<file path="src/rtl/fsm_ctrl_pkg.sv">
// Purpose : shared scheduler state encodings and command bit indices, also used
//           by the downstream FSM to decode the one-hot command.
// Contents: IDLE/OFFER/HOLD state values, CMD_SW1..CMD_SW4 bit positions,
//           fixed-priority one-hot pick helper (SW1 highest).
package fsm_ctrl_pkg;

  localparam logic [1:0] IDLE  = 2'd0;
  localparam logic [1:0] OFFER = 2'd1;
  localparam logic [1:0] HOLD  = 2'd2;

  localparam int CMD_SW1 = 0;
  localparam int CMD_SW2 = 1;
  localparam int CMD_SW3 = 2;
  localparam int CMD_SW4 = 3;

  // Lowest-index set bit wins, so SW1 always beats SW2..SW4.
  function automatic logic [3:0] pick_first(input logic [3:0] req);
    logic [3:0] g;
    g = 4'b0000;
    if (req[CMD_SW1])      g[CMD_SW1] = 1'b1;
    else if (req[CMD_SW2]) g[CMD_SW2] = 1'b1;
    else if (req[CMD_SW3]) g[CMD_SW3] = 1'b1;
    else if (req[CMD_SW4]) g[CMD_SW4] = 1'b1;
    return g;
  endfunction

endpackage

</file>
<file path="src/rtl/sw_debounce.sv">
// Purpose : 2-flop synchronizer + counting debouncer for one raw switch; emits a
//           one-cycle rise pulse in the same cycle the debounced level goes 0->1.
// Latency : raw rise before edge k -> debounced level (and rise) at edge k+1+DEB_CYCLES.
// Backpressure: none, free-running; the pulse must be consumed the cycle it appears.
// Ports   : clk, rst (sync active-high), sw_raw (async level), rise (pulse out).
module sw_debounce
  import fsm_ctrl_pkg::*;
#(
  parameter int DEB_CYCLES = 4,
  parameter int CNT_W      = 3
) (
  input  logic clk,
  input  logic rst,
  input  logic sw_raw,
  output logic rise
);

  localparam logic [CNT_W-1:0] CNT_LAST = CNT_W'(DEB_CYCLES - 1);

  logic             s1;
  logic             s2;
  logic             db;
  logic [CNT_W-1:0] cnt;
  logic             flip;

  // The level changes on the edge where the last required disagreeing sample
  // is seen; rise is decoded from the pre-edge values so it lines up with it.
  assign flip = (s2 != db) && (cnt == CNT_LAST);
  assign rise = flip & s2;

  always_ff @(posedge clk) begin
    if (rst) begin
      s1  <= 1'b0;
      s2  <= 1'b0;
      db  <= 1'b0;
      cnt <= '0;
    end else begin
      s1 <= sw_raw;
      s2 <= s1;
      if (s2 != db) begin
        if (cnt == CNT_LAST) begin
          db  <= s2;
          cnt <= '0;
        end else begin
          cnt <= cnt + CNT_W'(1);
        end
      end else begin
        // Any agreeing sample restarts the count.
        cnt <= '0;
      end
    end
  end

endmodule

</file>
<file path="src/rtl/sw_cmd_scheduler.sv">
// Purpose : turns debounced SW1..SW4 rising edges into sticky requests and issues
//           them one at a time as a one-hot command with a fixed post-accept gap.
// Latency : request visible one edge after debounce; cmd_valid one edge later if IDLE.
// Backpressure: an offered command is held stable until cmd_ready; new edges keep
//           accumulating in pending, a repeat edge on a pending bit sets sticky ovf.
// Ports   : KEY0 clock, SW0 sync reset, SW1..SW4 raw switches, cmd_ready in;
//           cmd_valid, cmd[3:0], pending[3:0], ovf out.
module sw_cmd_scheduler
  import fsm_ctrl_pkg::*;
#(
  parameter int DEB_CYCLES = 4,
  parameter int GAP_CYCLES = 2,
  parameter int CNT_W      = 3
) (
  input  logic       KEY0,
  input  logic       SW0,
  input  logic       SW1,
  input  logic       SW2,
  input  logic       SW3,
  input  logic       SW4,
  input  logic       cmd_ready,
  output logic       cmd_valid,
  output logic [3:0] cmd,
  output logic [3:0] pending,
  output logic       ovf
);

  // With GAP_CYCLES==0 the HOLD state is never entered, so the load value is moot.
  localparam logic [CNT_W-1:0] GAP_LOAD =
    CNT_W'((GAP_CYCLES > 0) ? (GAP_CYCLES - 1) : 0);

  logic [3:0]       sw_raw;
  logic [3:0]       rise;
  logic [1:0]       state;
  logic [1:0]       state_nxt;
  logic [3:0]       cmd_q;
  logic [CNT_W-1:0] gap_cnt;
  logic [3:0]       grant;
  logic             take;
  logic [3:0]       clr;

  assign sw_raw = {SW4, SW3, SW2, SW1};

  for (genvar i = 0; i < 4; i++) begin : g_deb
    sw_debounce #(
      .DEB_CYCLES (DEB_CYCLES),
      .CNT_W      (CNT_W)
    ) u_deb (
      .clk    (KEY0),
      .rst    (SW0),
      .sw_raw (sw_raw[i]),
      .rise   (rise[i])
    );
  end

  assign grant = pick_first(pending);
  assign take  = (state == IDLE) && (|pending);
  assign clr   = take ? grant : 4'b0000;

  // State register
  always_ff @(posedge KEY0) begin
    if (SW0) state <= IDLE;
    else     state <= state_nxt;
  end

  // Next-state logic
  always_comb begin
    state_nxt = IDLE;
    case (state)
      IDLE:    state_nxt = (|pending) ? OFFER : IDLE;
      OFFER: begin
        if (cmd_ready) state_nxt = (GAP_CYCLES == 0) ? IDLE : HOLD;
        else           state_nxt = OFFER;
      end
      HOLD:    state_nxt = (gap_cnt == '0) ? IDLE : HOLD;
      default: state_nxt = IDLE;
    endcase
  end

  // Outputs: cmd is forced to zero whenever nothing is offered.
  always_comb begin
    cmd_valid = 1'b0;
    cmd       = 4'b0000;
    if (state == OFFER) begin
      cmd_valid = 1'b1;
      cmd       = cmd_q;
    end
  end

  // Command latch, gap counter, request bookkeeping
  always_ff @(posedge KEY0) begin
    if (SW0) begin
      cmd_q   <= 4'b0000;
      gap_cnt <= '0;
      pending <= 4'b0000;
      ovf     <= 1'b0;
    end else begin
      if (take) cmd_q <= grant;
      if ((state == OFFER) && cmd_ready)
        gap_cnt <= GAP_LOAD;
      else if ((state == HOLD) && (gap_cnt != '0))
        gap_cnt <= gap_cnt - CNT_W'(1);
      // OR-ing rise after the clear lets a same-cycle new edge survive the clear.
      pending <= (pending & ~clr) | rise;
      if (|(rise & pending)) ovf <= 1'b1;
    end
  end

endmodule
</file>
<file path="config.mk">
export PLATFORM = sky130hd
export DESIGN_NAME = sw_cmd_scheduler
export DESIGN_NICKNAME = d
export VERILOG_FILES = /design/src/rtl/fsm_ctrl_pkg.sv /design/src/rtl/sw_debounce.sv /design/src/rtl/sw_cmd_scheduler.sv
export SDC_FILE = /design/constraint.sdc
export NUM_CORES = 1
export LEC_CHECK = 0
export CORE_MARGIN = 4
export CORE_UTILIZATION = 30
export DETAILED_ROUTE_END_ITERATION = 8
export SYNTH_ARGS = -nofsm -noshare
export SYNTH_HDL_FRONTEND = slang
export SYNTH_SLANG_ARGS = --single-unit
</file>
<file path="constraint.sdc">
create_clock -name KEY0 -period 3.9 [get_ports KEY0]
set_input_delay 0.39 -clock KEY0 [delete_from_list [all_inputs] [get_ports KEY0]]
set_output_delay 0.39 -clock KEY0 [all_outputs]
set_load 0.02 [all_outputs]
</file>
==> summary.txt <==
Clock tree
  – Clock tree from TritonCTS: done
  – Clock root buffer master: clkbuf_8
  – Number of gates resized after CTS: 0
  – Number of buffers between clock root and the deepest sink: 2
  – CTS Hold Buffers Added: 0
  – H-Tree Level Count: 2
  – Clock-pin slew reported for the worst setup and hold paths after clock tree synthesis: about 0.070 ns
  – Insertion delay to the later sink of the worst-skew pair: 0.28 ns
  – Number of clock sinks: 38
  – TritonCTS buffer count: 5
  – Post-CTS Setup Inserts: 0

Hold path
  – Path class of the lowest-slack min-delay path: reg2reg

STA
  – Setup repair after global routing missed its margin: no
  – Tightest Pin Transition: slightly above 0.5 ns
  – Clock Skews: approximately 0.0043 ns
  – Fmax achieved: ~430 MHz
  – Remaining max-slew budget at the tightest pin: between 60 and 70%
  – Post-Route Setup TNS: 0 ns
  – Final worst-path setup slack: approximately 1.6 ns
  – Setup violators final: 0
  – Final cycle utilization of the critical path: between 60 and 70%
  – Number of max-slew violations in the final report: 0
  – Final Hold Fails: 0
  – Min cycle time layout: 2.35 ns

GRT
  – Sum of overflow across all layers after global routing: 0
  – Pin count of the biggest net entering global routing: 19
  – Global routing usage summed across all routing layers: under 10%
  – Via count of the first global-routing pass: roughly 960
  – Antenna violations before repair: 0
  – First-pass GRT wire length: 4170 um

Floorplan
  – Initial cell density of the core: a little under a third
  – Site Rows: 25
  – Core area: slightly below 5000 um^2
  – Die width: about 79 um
  – Die Span Y: 79.2 um
  – Die area: roughly 6300 um^2
  – I/O pin total: 17

Yosys
  – Biggest area consumer among synthesized cells: dfxtp_1
  – Unique masters post-synth: 30
  – Post-Synthesis Cells: 158
  – Syn nets: between 150 and 200
  – Post-synth top area share: 50.0%
  – Flops & latches, synth: 38
  – Avg Inst Size Synth: between 9 and 10 um^2
  – Seq/Total Area, Yosys: 50.0%
  – Cell types with the largest area share after synthesis: dfxtp_1 50%, ha_1 8.2%, nor2_1 6.2%, nor2b_1 5.8%, a21oi_1 3.0%
  – YS warnings: 0
  – Mapped cell area: between 1500 and 2000 um^2

Worst setup path
  – Slowest CP cell: clkdlybuf4s50_1
  – Start-to-end type of the worst setup path: reg2out
  – Startpoint types: flip-flop
  – Capturing element type of the critical path: output pin
  – Critical path data required time: approximately 3.5 ns
  – Sequence of cells on the critical path: nor2b_1, and2_1, clkdlybuf4s50_1
  – Data arrival time at the worst-slack endpoint: 1.96 ns
  – CP max stage delay: about 0.6 ns
  – Maximum fanout count along the critical path: 8

Run
  – Max Cap Viol: 0

Placed design
  – Dpl cell area: ~1700 um^2
  – Worst-case setup slack after placement: 1.85 ns
  – Estimated wirelength of the detail-placed design: 1710 um
  – # placed instances: around 240
  – Port-buffer cells: 16
  – Routability cong.: roughly 0.77

Cells and area
  – Count of nets after finishing: just under 200
  – Count of inserted antenna diode cells: 0
  – Commonest cells after routing, fill and taps aside: 38 x dfxtp_1, 25 x nor2_1, 16 x clkdlybuf4s50_1
  – Fill count: 512
  – Fraction of final layout cells with drive strength greater than 1: 7.91%
  – Commonest non-fill, non-tap cell in the layout: dfxtp_1
  – Final Cell Area: approximately 1800 um^2
  – Area growth syn-to-layout: 20.3%
  – Non-Filler Instances: 244

Routing
  – Number of vias per cell: about 4.3
  – Wirelength, routed: 2390 um
  – Number of routed nets with antenna violations: 0
  – Pre-Repair DR Iteration Count: 4
  – DRC violation count after routing: 0
  – Post-detailed-route wirelength per cell: roughly 10 um
  – Total vias in the final route: 1044
  – DRC violation total after the first TritonRoute iteration: 72

Pwr
  – Static Leak: between 0.6 and 0.7 nW
  – Max VDD drop: 0.142 mV
  – Power Density: ~370 nW/um^2

Run status
  – Result of the run: finished, final reports clean
## final timing paths
path | start | endpoint | slack, ns | cells after the start
max | state[0]$_SDFF_PP0_ | cmd[2] | 1.55 | 3
min reg2reg | g_deb[2].u_deb.cnt[0]$_SDFF_PP0_ | g_deb[2].u_deb.cnt[0]$_SDFF_PP0_ | 0.42 | 1
max reg2reg | gap_cnt[0]$_SDFFE_PP0P_ | gap_cnt[2]$_SDFFE_PP0P_ | 2.27 | 6
min | g_deb[2].u_deb.cnt[0]$_SDFF_PP0_ | g_deb[2].u_deb.cnt[0]$_SDFF_PP0_ | 0.42 | 1
## per-layer routing
layer	track usage, %	vias up	routed length [um]
met2	12.9	24	1000
met5	0	-	0
li1	-	559	-
met3	4.42	5	169
met1	10.0	456	1150
met4	6.19	0	69
## synthesized netlist by cell type (all sizes together)
library cell,number
a2111oi,3
a21oi,9
a22oi,1
a31oi,3
and2,5
and4b,1
buf,3
clkbuf,3
dfxtp,38
ha,10
inv,11
mux2i,4
nand2,4
nand3,1
nand3b,3
nand4b,1
nor2,25
nor2b,14
nor3,3
nor3b,1
nor4,1
o21ai,7
or2,1
or3,2
or4,1
xnor2,3
## where the power goes
group          switching [W]  internal (W)  total [W]
registers         0.00000244      0.000393   0.000395
logic             0.00000873     0.0000101  0.0000189
clock network       0.000128      0.000142   0.000271
total               0.000139      0.000546   0.000685
## final cells by class
type,instances,area (um^2),area share (%)
flip-flops and latches,38,761,41.6
inverters,11,41.3,2.26
repair buffers,17,168,9.16
multi-input cells,103,686,37.5
clock buffers,7,86.3,4.72
clock inverters,1,5.00,0.273
well taps,67,83.8,4.58
## registers in the layout, summed over array words and instances, names as in the netlist, 2 cells and up
signal / flops
pending: 4
gap_cnt: 3
cmd_q: 4
g_deb.u_deb.cnt: 12
g_deb.u_deb.s1: 4
g_deb.u_deb.s2: 4
g_deb.u_deb.db: 4
state: 2
## worst max-delay path, delay by kind of cell, from the launching register on
family	cells	cell delay [ns]
AND/OR/NAND/NOR	2	0.61
buffers and inverters	1	0.60
flip-flops	1	0.46
## metrics by stage
stage,power [W],utilization (%),hold WS [ns]
global placement,0.000424,36.1,0.410
CTS,0.000702,38.0,0.425
global route,0.000718,38.0,0.449
detailed placement,0.000424,36.1,0.415
floorplan,0.000414,-,0.399
finish,0.000685,38.0,0.420
## kinds of logic (layout without fill, tap and decap cells)
logic type / after synthesis / count (layout) / synth area share (%)
and+or+nand+nor: 63 / 63 / 22.6
DFF: 38 / 38 / 50.0
AOI/OAI and AO/OA: 23 / 23 / 9.87
buffers and inverters: 17 / 36 / 4.93
adders and majority gates: 10 / 10 / 8.22
muxes: 4 / 4 / 2.63
xor gates and xnor gates: 3 / 3 / 1.73
Power figures use the tool's default switching activity.
